[src/rtl/sub_pkg.sv]
// Shared definitions for the bit-serial subtraction controller.
//   state_e       : controller FSM state encoding (IDLE, RUN, DONE)
//   DEF_WIDTH     : default operand/result width
package sub_pkg;

  localparam int DEF_WIDTH = 8;

  typedef enum logic [1:0] {
    IDLE = 2'd0,
    RUN  = 2'd1,
    DONE = 2'd2
  } state_e;

endpackage : sub_pkg

[src/rtl/full_subtractor.sv]
// Gate-level one-bit full subtractor: computes a - b - carry_in.
//   sub      : difference bit
//   borrow   : borrow out, 1 when a < b + carry_in
//   a, b     : operand bits
//   carry_in : borrow in
module full_subtractor (
  output logic sub,
  output logic borrow,
  input  logic a,
  input  logic b,
  input  logic carry_in
);

  logic a_xor_b;

  assign a_xor_b = a ^ b;
  assign sub     = a_xor_b ^ carry_in;
  // Borrow when a=0,b=1, or when a==b and a borrow is already pending.
  assign borrow  = (~a & b) | (~a_xor_b & carry_in);

endmodule : full_subtractor

[src/rtl/serial_sub_ctrl.sv]
// Bit-serial subtraction controller. Shares one full_subtractor across a
// WIDTH-bit operand pair, producing a_in - b_in - bin LSB-first, one bit
// per clock, with a registered borrow chaining each bit into the next.
//   clk, rst_n  : clock (rising edge), synchronous active-low reset
//   start       : request, honoured only in IDLE or DONE
//   a_in, b_in  : minuend / subtrahend, captured on accepted start
//   bin         : initial borrow-in, captured on accepted start
//   busy        : high while bits are being processed
//   done        : one-cycle pulse when diff/borrow_out are final
//   diff        : (a_in - b_in - bin) mod 2^WIDTH, valid from done onward
//   borrow_out  : 1 iff a_in < b_in + bin (unsigned)
module serial_sub_ctrl
  import sub_pkg::*;
#(
  parameter  int WIDTH = DEF_WIDTH,
  localparam int CNT_W = (WIDTH > 1) ? $clog2(WIDTH) : 1
) (
  input  logic             clk,
  input  logic             rst_n,
  input  logic             start,
  input  logic [WIDTH-1:0] a_in,
  input  logic [WIDTH-1:0] b_in,
  input  logic             bin,
  output logic             busy,
  output logic             done,
  output logic [WIDTH-1:0] diff,
  output logic             borrow_out
);

  localparam logic [CNT_W-1:0] LAST_BIT = CNT_W'(WIDTH - 1);

  state_e             state_q;
  logic [WIDTH-1:0]   a_sh_q;
  logic [WIDTH-1:0]   b_sh_q;
  logic [WIDTH-1:0]   diff_q;
  logic [CNT_W-1:0]   cnt_q;
  logic               borrow_q;
  logic               borrow_out_q;
  logic               busy_q;
  logic               done_q;

  logic               sub_bit;
  logic               borrow_bit;

  full_subtractor u_fs (
    .sub      (sub_bit),
    .borrow   (borrow_bit),
    .a        (a_sh_q[0]),
    .b        (b_sh_q[0]),
    .carry_in (borrow_q)
  );

  // NOTE: every register here is written with <= so all updates take the
  // values from before the edge; blocking = would let later statements see
  // half-updated state and break the shift chain.
  always_ff @(posedge clk) begin
    if (!rst_n) begin
      state_q      <= IDLE;
      a_sh_q       <= '0;
      b_sh_q       <= '0;
      diff_q       <= '0;
      cnt_q        <= '0;
      borrow_q     <= 1'b0;
      borrow_out_q <= 1'b0;
      busy_q       <= 1'b0;
      done_q       <= 1'b0;
    end else begin
      case (state_q)
        // DONE accepts start exactly like IDLE, so back-to-back requests
        // run with no idle bubble.
        IDLE, DONE: begin
          done_q <= 1'b0;
          if (start) begin
            a_sh_q   <= a_in;
            b_sh_q   <= b_in;
            borrow_q <= bin;
            cnt_q    <= '0;
            busy_q   <= 1'b1;
            state_q  <= RUN;
          end else begin
            state_q  <= IDLE;
          end
        end

        RUN: begin
          // LSB-first result enters at the top; after WIDTH shifts the
          // first bit computed has reached bit 0.
          diff_q   <= {sub_bit, diff_q[WIDTH-1:1]};
          borrow_q <= borrow_bit;
          a_sh_q   <= a_sh_q >> 1;
          b_sh_q   <= b_sh_q >> 1;
          if (cnt_q == LAST_BIT) begin
            borrow_out_q <= borrow_bit;
            busy_q       <= 1'b0;
            done_q       <= 1'b1;
            state_q      <= DONE;
          end else begin
            cnt_q <= cnt_q + 1'b1;
          end
        end

        default: begin
          busy_q  <= 1'b0;
          done_q  <= 1'b0;
          state_q <= IDLE;
        end
      endcase
    end
  end

  assign busy       = busy_q;
  assign done       = done_q;
  assign diff       = diff_q;
  assign borrow_out = borrow_out_q;

endmodule : serial_sub_ctrl

[config.mk]
export PLATFORM = sky130hd
export DESIGN_NAME = serial_sub_ctrl
export DESIGN_NICKNAME = d
export VERILOG_FILES = /design/src/rtl/sub_pkg.sv /design/src/rtl/full_subtractor.sv /design/src/rtl/serial_sub_ctrl.sv
export SDC_FILE = /design/constraint.sdc
export NUM_CORES = 1
export LEC_CHECK = 0
export ABC_AREA = 1
export CORE_ASPECT_RATIO = 0.8
export CORE_MARGIN = 4
export CORE_UTILIZATION = 45
export CTS_CLUSTER_SIZE = 10
export DETAILED_ROUTE_END_ITERATION = 10
export GPL_TIMING_DRIVEN = 0
export PLACE_DENSITY_LB_ADDON = 0.08
export SLEW_MARGIN = 20
export SYNTH_ARGS = -nofsm -noshare
export SYNTH_HDL_FRONTEND = slang
export SYNTH_SLANG_ARGS = --single-unit
[constraint.sdc]
create_clock -name clk -period 1.8 [get_ports clk]
set_input_delay 0.27 -clock clk [delete_from_list [all_inputs] [get_ports clk]]
set_output_delay 0.27 -clock clk [all_outputs]
set_load 0.02 [all_outputs]
Word-level counts from Yosys, hierarchy flattened:

Cells that the tools add are included.

* $add $sub $neg: 1
* equal/unequal tests: 6
* multiplexer cells: 15
* bitwise operators: 7
* reductions and logical operators: 8

Operators by type and width (count)
* one-hot mux 8 bit (2 select lines): 2
* two-way mux 8 bit: 2
* AND reduction 2 bit: 4
* two-way mux 3 bit: 2
* != test 2 bit, second input constant: 3
* one-hot mux 3 bit (2 select lines): 1
* two-way mux 1 bit: 4
* one-hot mux 1 bit (2 select lines): 2
* one-hot mux 2 bit (2 select lines): 1
* adder 3 x 1 -> 3 bit, second input constant: 1
* == test 3 bit, second input constant: 1
* AND reduction 3 bit: 1
* bitwise AND 1 bit: 2
* == test 2 x 1 -> 1 bit, second input constant: 1
* == test 2 bit, second input constant: 1
* logical NOT 2 bit: 1
* two-way mux 2 bit: 1
* NOT 1 bit: 2
* nonzero test 2 bit: 1
* OR reduction 2 bit: 1
* XOR 1 bit: 2
* bitwise OR 1 bit: 1

* register bits after elaboration: 33
* input port bits: 20
* output and inout port bits: 11
* logic and storage cells: 46

Longest topological paths before layout:

* word-level depth: 5
* mapped depth: 7
* gate-level depth less buffers: 7

Hierarchy:

A second synthesis with hierarchy kept.

* cell total of the unflattened synthesis: 218
* area, all modules: 1522.7 um2

Modules (own cells, without submodules)
* serial_sub_ctrl: times used 1, cells each 214, area an instance 1491.4 um2, seq. area each 660.6 um2
* full_subtractor: times used 1, cells each 4, area an instance 31.3 um2, seq. area each 0.0 um2

Worst setup path before layout:

Ideal clock, no wire load.

* path kind: register -> register
* from: register cnt_q[0]
* to: register cnt_q[0]
* library setup time: 0.115 ns
* data arrival time: 1.146 ns
* required time: 1.685 ns
* path slack: 0.539 ns
* cell stages (with the launch flop): 7
* path buffers: 0
* clock period less this slack: 1.261 ns
* path through: dfxtp_1 -> ha_1 -> ha_1 -> inv_1 -> nand3_1 -> a21oi_1 -> nor2_1

* longest elaborated chain between the ends: 3
* elaborated cells between the ends (all ways): 6
* those cells by class: add/sub (1); eq/ne (2); mux (2); reduce/logical (1)

Ends and longest elaborated chain
* start: declaration: line serial_sub_ctrl.sv:36 `logic [CNT_W-1:0] cnt_q;`
* start signal: assignment: line serial_sub_ctrl.sv:98 `cnt_q <= cnt_q + 1'b1;`
* adder 3 x 1 -> 3 bit / == test 3 bit (equally long branches): line serial_sub_ctrl.sv:98, serial_sub_ctrl.sv:92
* two-way mux 3 bit / != test 2 bit (equally long branches)
* one-hot mux 3 bit (2 select lines) / AND reduction 3 bit (equally long branches)

Several ways; a longest one is shown, not always the timed one. The select of a mux whose other input is x is not followed.
A chain may end at the register's enable or synchronous reset.

Worst setup path after layout:

* from: register diff_q[7], in the netlist diff[7]
* to: output diff[7]

RTL lines
* start: declaration: line serial_sub_ctrl.sv:35 `logic [WIDTH-1:0] diff_q;`
* start signal: assignment: line serial_sub_ctrl.sv:88 `diff_q <= {sub_bit, diff_q[WIDTH-1:1]};`
* end: declaration: line serial_sub_ctrl.sv:26 `output logic [WIDTH-1:0] diff,`

No word-level cell between the ends.

==> results.md <==
* Crit path max-delay family: buffers and inverters
* Initial Util at 0.465
* Routed via count at around 1400
* F_max at about 650 MHz
* Most frequent cells in the layout: nor2_1, nand3_1, dfxtp_1, clkdlybuf4s50_1, inv_1
* Mapped Area at 0.00159 mm2
* Post-CTS Setup Bufs at 0
* Initial antenna violation count at 0
* Clock slew at reported path FFs at ~0.070 ns
* Synthesized area per cell at between 7 and 8 um2
* Path type of the worst setup path: flop to primary output
* H-tree Lvls at 2
* R2R Path Start: cnt_q[0]$_SDFFE_PN0P_
* RSZ-0062 raised after global routing: false
* Most common cell after layout, fill and taps aside: nor2_1
* Clock Tree Root: clkbuf_8
* Die width at 74.5 um
* Crit path largest cell delay at 0.62 ns
* #FFs+latches synth at 33
* Dpl hpwl at 2.39 mm
* Global placer's final weighted congestion at 0.729
* VDD IR max at about 0.0004 V
* Hold Buf Count CTS at 0
* Setup slack, reg-to-reg at 0.37 ns
* Clock skew at just under 0.005 ns
* Total CTS buffers at 5
* Die ar. at 0.00456 mm2
* Hold Path End: a_sh_q[1]$_SDFFE_PN0P_
* Vias in the first global route at ~1300
* FF-to-FF End: cnt_q[2]$_SDFFE_PN0P_
* # IOs at 31
* Syn. warnings at 0
* Gr ovfl total at 0
* Pwr/cell area at 908 mW/mm2
* Max Cap Viol at 0
* Element type at the critical path end: primary output
* Wire length per cell at ~11 um
* Share of cells above drive strength 1 at 0.119
* Largest net degree at the start of global routing at 11
* DRT antenna net count at 0
* Fill cell count at between 300 and 400
* Clock latency on the worst-skew pair at 0.29 ns
* Final setup violation count at 0
* Worst slew margin at 0.733
* Area delta synth->final at 27.9%
* # diodes at 0
* Tmin final at approximately 1.5 ns
* Post-CTS Resized at 0
* Die Height at ~61 um
* Status: complete, no violations
* WP buf/inv at 1
* DRT Wirelength at roughly 3.3 mm
* Global-route wire length before repair at approximately 5.7 mm
* Crit path cell chain: clkdlybuf4s50_1
* Slew Viols, Final at 0
* I/O Buffers at 29
* Nets at around 280
* Hold Vio Cnt, Final at 0
* Critical-path top delay cell: clkdlybuf4s50_1
* Fin crit share at 0.852
* CTS Sinks at 33
* First-pass detailed-route iteration total at 4
* Via density at around 4.7
* Fin area at ~0.0020 mm2
* CTS tree: done
* Maximum fanout along the worst path at 3
* Worst EP arrival at roughly 1.3 ns
* Worst-Margin Slew at 0.400 ns
* Core Area at roughly 0.0034 mm2
* HP Start: rst_n
* Cell variety after synth at 25
* Hold Crit Depth at 3
* GRT Overall Usage at 0.168
* CP Data Required Time at between 1.5 and 2 ns
* Sequential share of the synthesized area at 0.415
* Pleak at 0.879 nW
* Setup TNS at 0 ns
* Net Count, Synth at roughly 240
* Worst Reg-to-Reg Cells at 6
* Placed cell areas at 0.00193 mm2
* CTS Buffer Depth at 2
* Detailed Route Iter0 Violations at 44
* Critical path launch point type: flop
* Drt drc at 0
* Number of cell rows at 19
* Synth Instances at roughly 220
* Worst Hold Class: input port to flop
-- cell usage after synthesis --
master	n	area share
fa_1	1	0.013
nor2_8	1	0.013
inv_2	1	0.0024
o21ai_0	9	0.028
nand3_2	2	0.013
buf_2	1	0.0031
inv_4	1	0.0039
nand2_2	1	0.0039
buf_6	3	0.021
ha_1	2	0.016
nor3_2	4	0.025
buf_8	1	0.0094
inv_1	26	0.061
dfxtp_1	33	0.42
buf_12	1	0.013
buf_1	1	0.0024
nand2_4	1	0.0071
buf_4	4	0.019
nand3_1	34	0.11
nor3_1	10	0.031
a21oi_1	8	0.025
clkbuf_1	1	0.0024
clkbuf_2	1	0.0031
nand2_1	24	0.057
nor2_1	45	0.11
-- final cells by class --
cell class / count / area, um2 / area share
flip-flops and latches: 33 / 661 / 0.325
multi-input cells: 142 / 707 / 0.347
well taps: 42 / 52.6 / 0.0258
clock buffers: 7 / 96.3 / 0.0473
inverters: 28 / 108 / 0.0529
clock inverters: 1 / 5.00 / 0.00246
plain buffers: 13 / 116 / 0.0572
repair buffers: 29 / 290 / 0.143
-- worst max-delay path by stage --
stage                                startpoint  cells past startpoint                     end
after global routing      cnt_q[0]$_SDFFE_PN0P_                      7   cnt_q[0]$_SDFFE_PN0P_
after global placement                    start                      6  b_sh_q[5]$_SDFFE_PN0P_
after CTS                  diff[7]$_SDFFE_PN0N_                      1                 diff[7]
after detailed placement                  start                      6  b_sh_q[5]$_SDFFE_PN0P_
final                      diff[7]$_SDFFE_PN0N_                      1                 diff[7]
after floorplan           cnt_q[0]$_SDFFE_PN0P_                      6   cnt_q[0]$_SDFFE_PN0P_
-- logic make-up (layout without fill, tap and decap cells) --
logic type | Yosys count | count (layout) | synth area share
buffers and inverters | 41 | 78 | 0.141
DFF | 33 | 33 | 0.415
and+or+nand+nor | 122 | 122 | 0.362
adders and majority gates | 3 | 3 | 0.0283
AOI/OAI and AO/OA | 17 | 17 | 0.0535
-- registers in the layout, summed over array words and instances, names as in the netlist --
name / flops
b_sh_q: 8
cnt_q: 3
diff: 8
state_q: 2
done: 1
borrow_out: 1
borrow_q: 1
busy: 1
a_sh_q: 8
-- worst reg2reg max path, stage by stage (launching register included) --
cell and delay, ns:
dfxtp_1 0.33, ha_1 0.20, ha_1 0.21, inv_1 0.12, nand3_1 0.22, a21oi_1 0.19
nor2_1 0.06
-- through the flow --
| stage | hold slack, ns | util | setup WS, ns | power [mW] | cells |
|---|---|---|---|---|---|
| 2_1_floorplan | 0.401 | - | 0.539 | 1.11 | 216 |
| 5_1_grt | 0.337 | 0.595 | 0.197 | 1.97 | 295 |
| 3_5_place_dp | 0.469 | 0.565 | 0.277 | 1.25 | 287 |
| 4_1_cts | 0.311 | 0.595 | 0.255 | 1.87 | 295 |
| 3_3_place_gp | 0.464 | 0.565 | 0.285 | 1.25 | 287 |
| 6_report | 0.319 | 0.595 | 0.267 | 1.85 | 295 |
-- power by group --
group | internal, mW | switching [mW]
combinational | 0.184 | 0.218
clock | 0.345 | 0.275
sequential | 0.796 | 0.0301
-- per-layer routing --
layer | up-vias | GRT usage | routed length [um]
met1 | 600 | 0.236 | 1730
met5 | - | 0 | 0
met4 | 0 | 0.107 | 102
met2 | 30 | 0.224 | 1320
li1 | 752 | - | -
met3 | 10 | 0.0457 | 170
(Power assumes the default switching activity.)
==> RTL edit, RTL diff (config.mk and constraints unchanged) <==
The 3 states of `state_e` get a one-hot encoding in 3 bits.
--- a/src/rtl/sub_pkg.sv
+++ b/src/rtl/sub_pkg.sv
@@ -7,6 +7,6 @@
 
-  typedef enum logic [1:0] {
-    IDLE = 2'd0,
-    RUN  = 2'd1,
-    DONE = 2'd2
+  typedef enum logic [2:0] {
+    IDLE = 3'b001,
+    RUN  = 3'b010,
+    DONE = 3'b100
   } state_e;
Behaviour: same outputs for any inputs over 10 cycles, from zero or initial values and one cycle with rst_n low; not proved beyond that.
==> RTL edit against the unedited design <==
Sequential cell count rose by 1; setup slack improved by 1.7 ps; non-clock buffer count fell by 1; sequential share of layout area rose by 2.4 points; power fell by 6.8%; count of clock-buffer cells in the layout rose by 1; synthesized area fell by 6.1%; design area fell by 3.9%; routed wire length rose by 4.4%; largest cell class is now flip-flops and latches; largest power group unchanged; highest routed layer unchanged.
==> RTL edit: results (changes against the unedited design) <==
Ant. Diodes: 0 (unchanged)
WP data arrival: 1260 ps (about the same)
Status: finished, final reports clean
Port buffer count: 30 (+3.4%)
NumNets Final: 263 (-4.4%)
Yosys warns: 0 (unchanged)
TritonRoute pass-1 iters: 4 (unchanged)
Leading post-synthesis cells by cell area: dfxtp_1 46%, nand2_1 9.3%, nor2_1 8.0%, nand3_1 7.7%, o21ai_0 7.4%
GRT Overall Usage: 18.0% (+1.2 points)
Placed Cells incl. Taps: 273 (-4.9%)
Routing usage on met3: 7.12% (+2.6 points)
DRT iter0 DRCs: 103 (+130%)
First-pass GRT wire length: 5930 um (+4.3%)
Initial antenna violation count: 0 (unchanged)
CP max FO: 3 (unchanged)
Worst vdd ir: 0.552 mV (+37%)
Number of global-route vias before repair: 1,329 (+5.3%)
Final HPWL from detailed placement: 2570 um (+7.6%)
Flop-to-flop setup slack: 400 ps (+30 ps)
Post-synthesis xor/xnor area fraction: 0% (unchanged)
Clk Latency, worst-skew pair: 280 ps
Leak pwr: 0.840 nW (-4.5%)
Share of cells above drive strength 1: 9.54% (-2.3 points)
Area fraction of the dominant cell type after synthesis: 45.5% (+4.0 points)
TritonCTS Buffers: 5 (unchanged)
Register area share after synthesis: 45.5% (+4.0 points)
DP Area: 1850 sq um (-4.6%)
HP Class: flip-flop to flip-flop
Die W: 72.4 um (-2.7%)
Avg Vias per Cell: 5.08 (+7.6%)
GR Util met2: 27.9% (+5.5 points)
Post-synthesis net count: 226 (-5.4%)
Syn_area_per_cell: 7.37 sq um (about the same)
Relative max-transition margin: 68.4% (-4.9 points)
Routability cong.: 0.849 (+16%)
Adder-cell area share of the yosys netlist: 3.01% (+0.18 points)
Synth async-reset ratio: 0% (unchanged)
Setup WS pre-CTS: 171 ps (-106 ps)
Synth Area in Compound Gates: 13.1% (+7.8 points)
Skew final: 2.12 ps (-2.74 ps)
Most frequent cells after synthesis: 37 x nand2_1, 34 x dfxtp_1, 32 x nor2_1, 23 x nand3_1, 22 x o21ai_0
Post-synthesis mux area share: 0% (unchanged)
Layout Cells excl Fill: 281 (-4.7%)
WL final: 3460 um (+4.4%)
Min Tclk post-route: 1530 ps (-1.72 ps)
Met1 Use GR: 22.8% (-0.83 points)
Synth unique cells: 21 (-16%)
==> RTL edit: worst paths after layout <==
kind,start,to,depth (start not counted)
hold reg to reg,cnt_q[0]$_SDFFE_PN0P_,cnt_q[0]$_SDFFE_PN0P_,1
hold / removal,cnt_q[0]$_SDFFE_PN0P_,cnt_q[0]$_SDFFE_PN0P_,1
setup reg to reg,state_q[2]$_SDFFE_PN0P_,a_sh_q[4]$_SDFFE_PN0P_,8
setup / recovery,diff[4]$_SDFFE_PN0N_,diff[4],1
==> RTL edit: final cells by class <==
class                   count  area, sq um
plain buffers              11         78.8
clock buffers               8          110
fillers                   290         1170
inverters                  17         63.8
multi-input cells         141          672
flip-flops and latches     34          681
well taps                  40         50.0
repair buffers             30          300
==> RTL edit: logic make-up after synthesis <==
kind of cell / count (synthesis)
simple gates: 99
flops: 34
buf+inv: 28
fa+ha+maj: 3
compound gates: 39
==> RTL edit: metrics by stage <==
stage	hold slack (ps)	power, mW
6_report	481	1.72
5_1_grt	502	1.82
4_1_cts	479	1.74
3_5_place_dp	470	1.09
3_3_place_gp	441	1.08
2_1_floorplan	415	0.988
==> RTL edit: report_power, final <==
part	internal (mW)	total, mW	switching, mW
Clock	0.386	0.652	0.266
Combinational	0.114	0.247	0.134
Sequential	0.798	0.824	0.0256
==> RTL edit: layer usage <==
layer | routed length (um) | vias to the layer above
met5 | 0 | -
met4 | 40 | 0
met3 | 262 | 4
met2 | 1600 | 49
met1 | 1560 | 647
li1 | - | 727
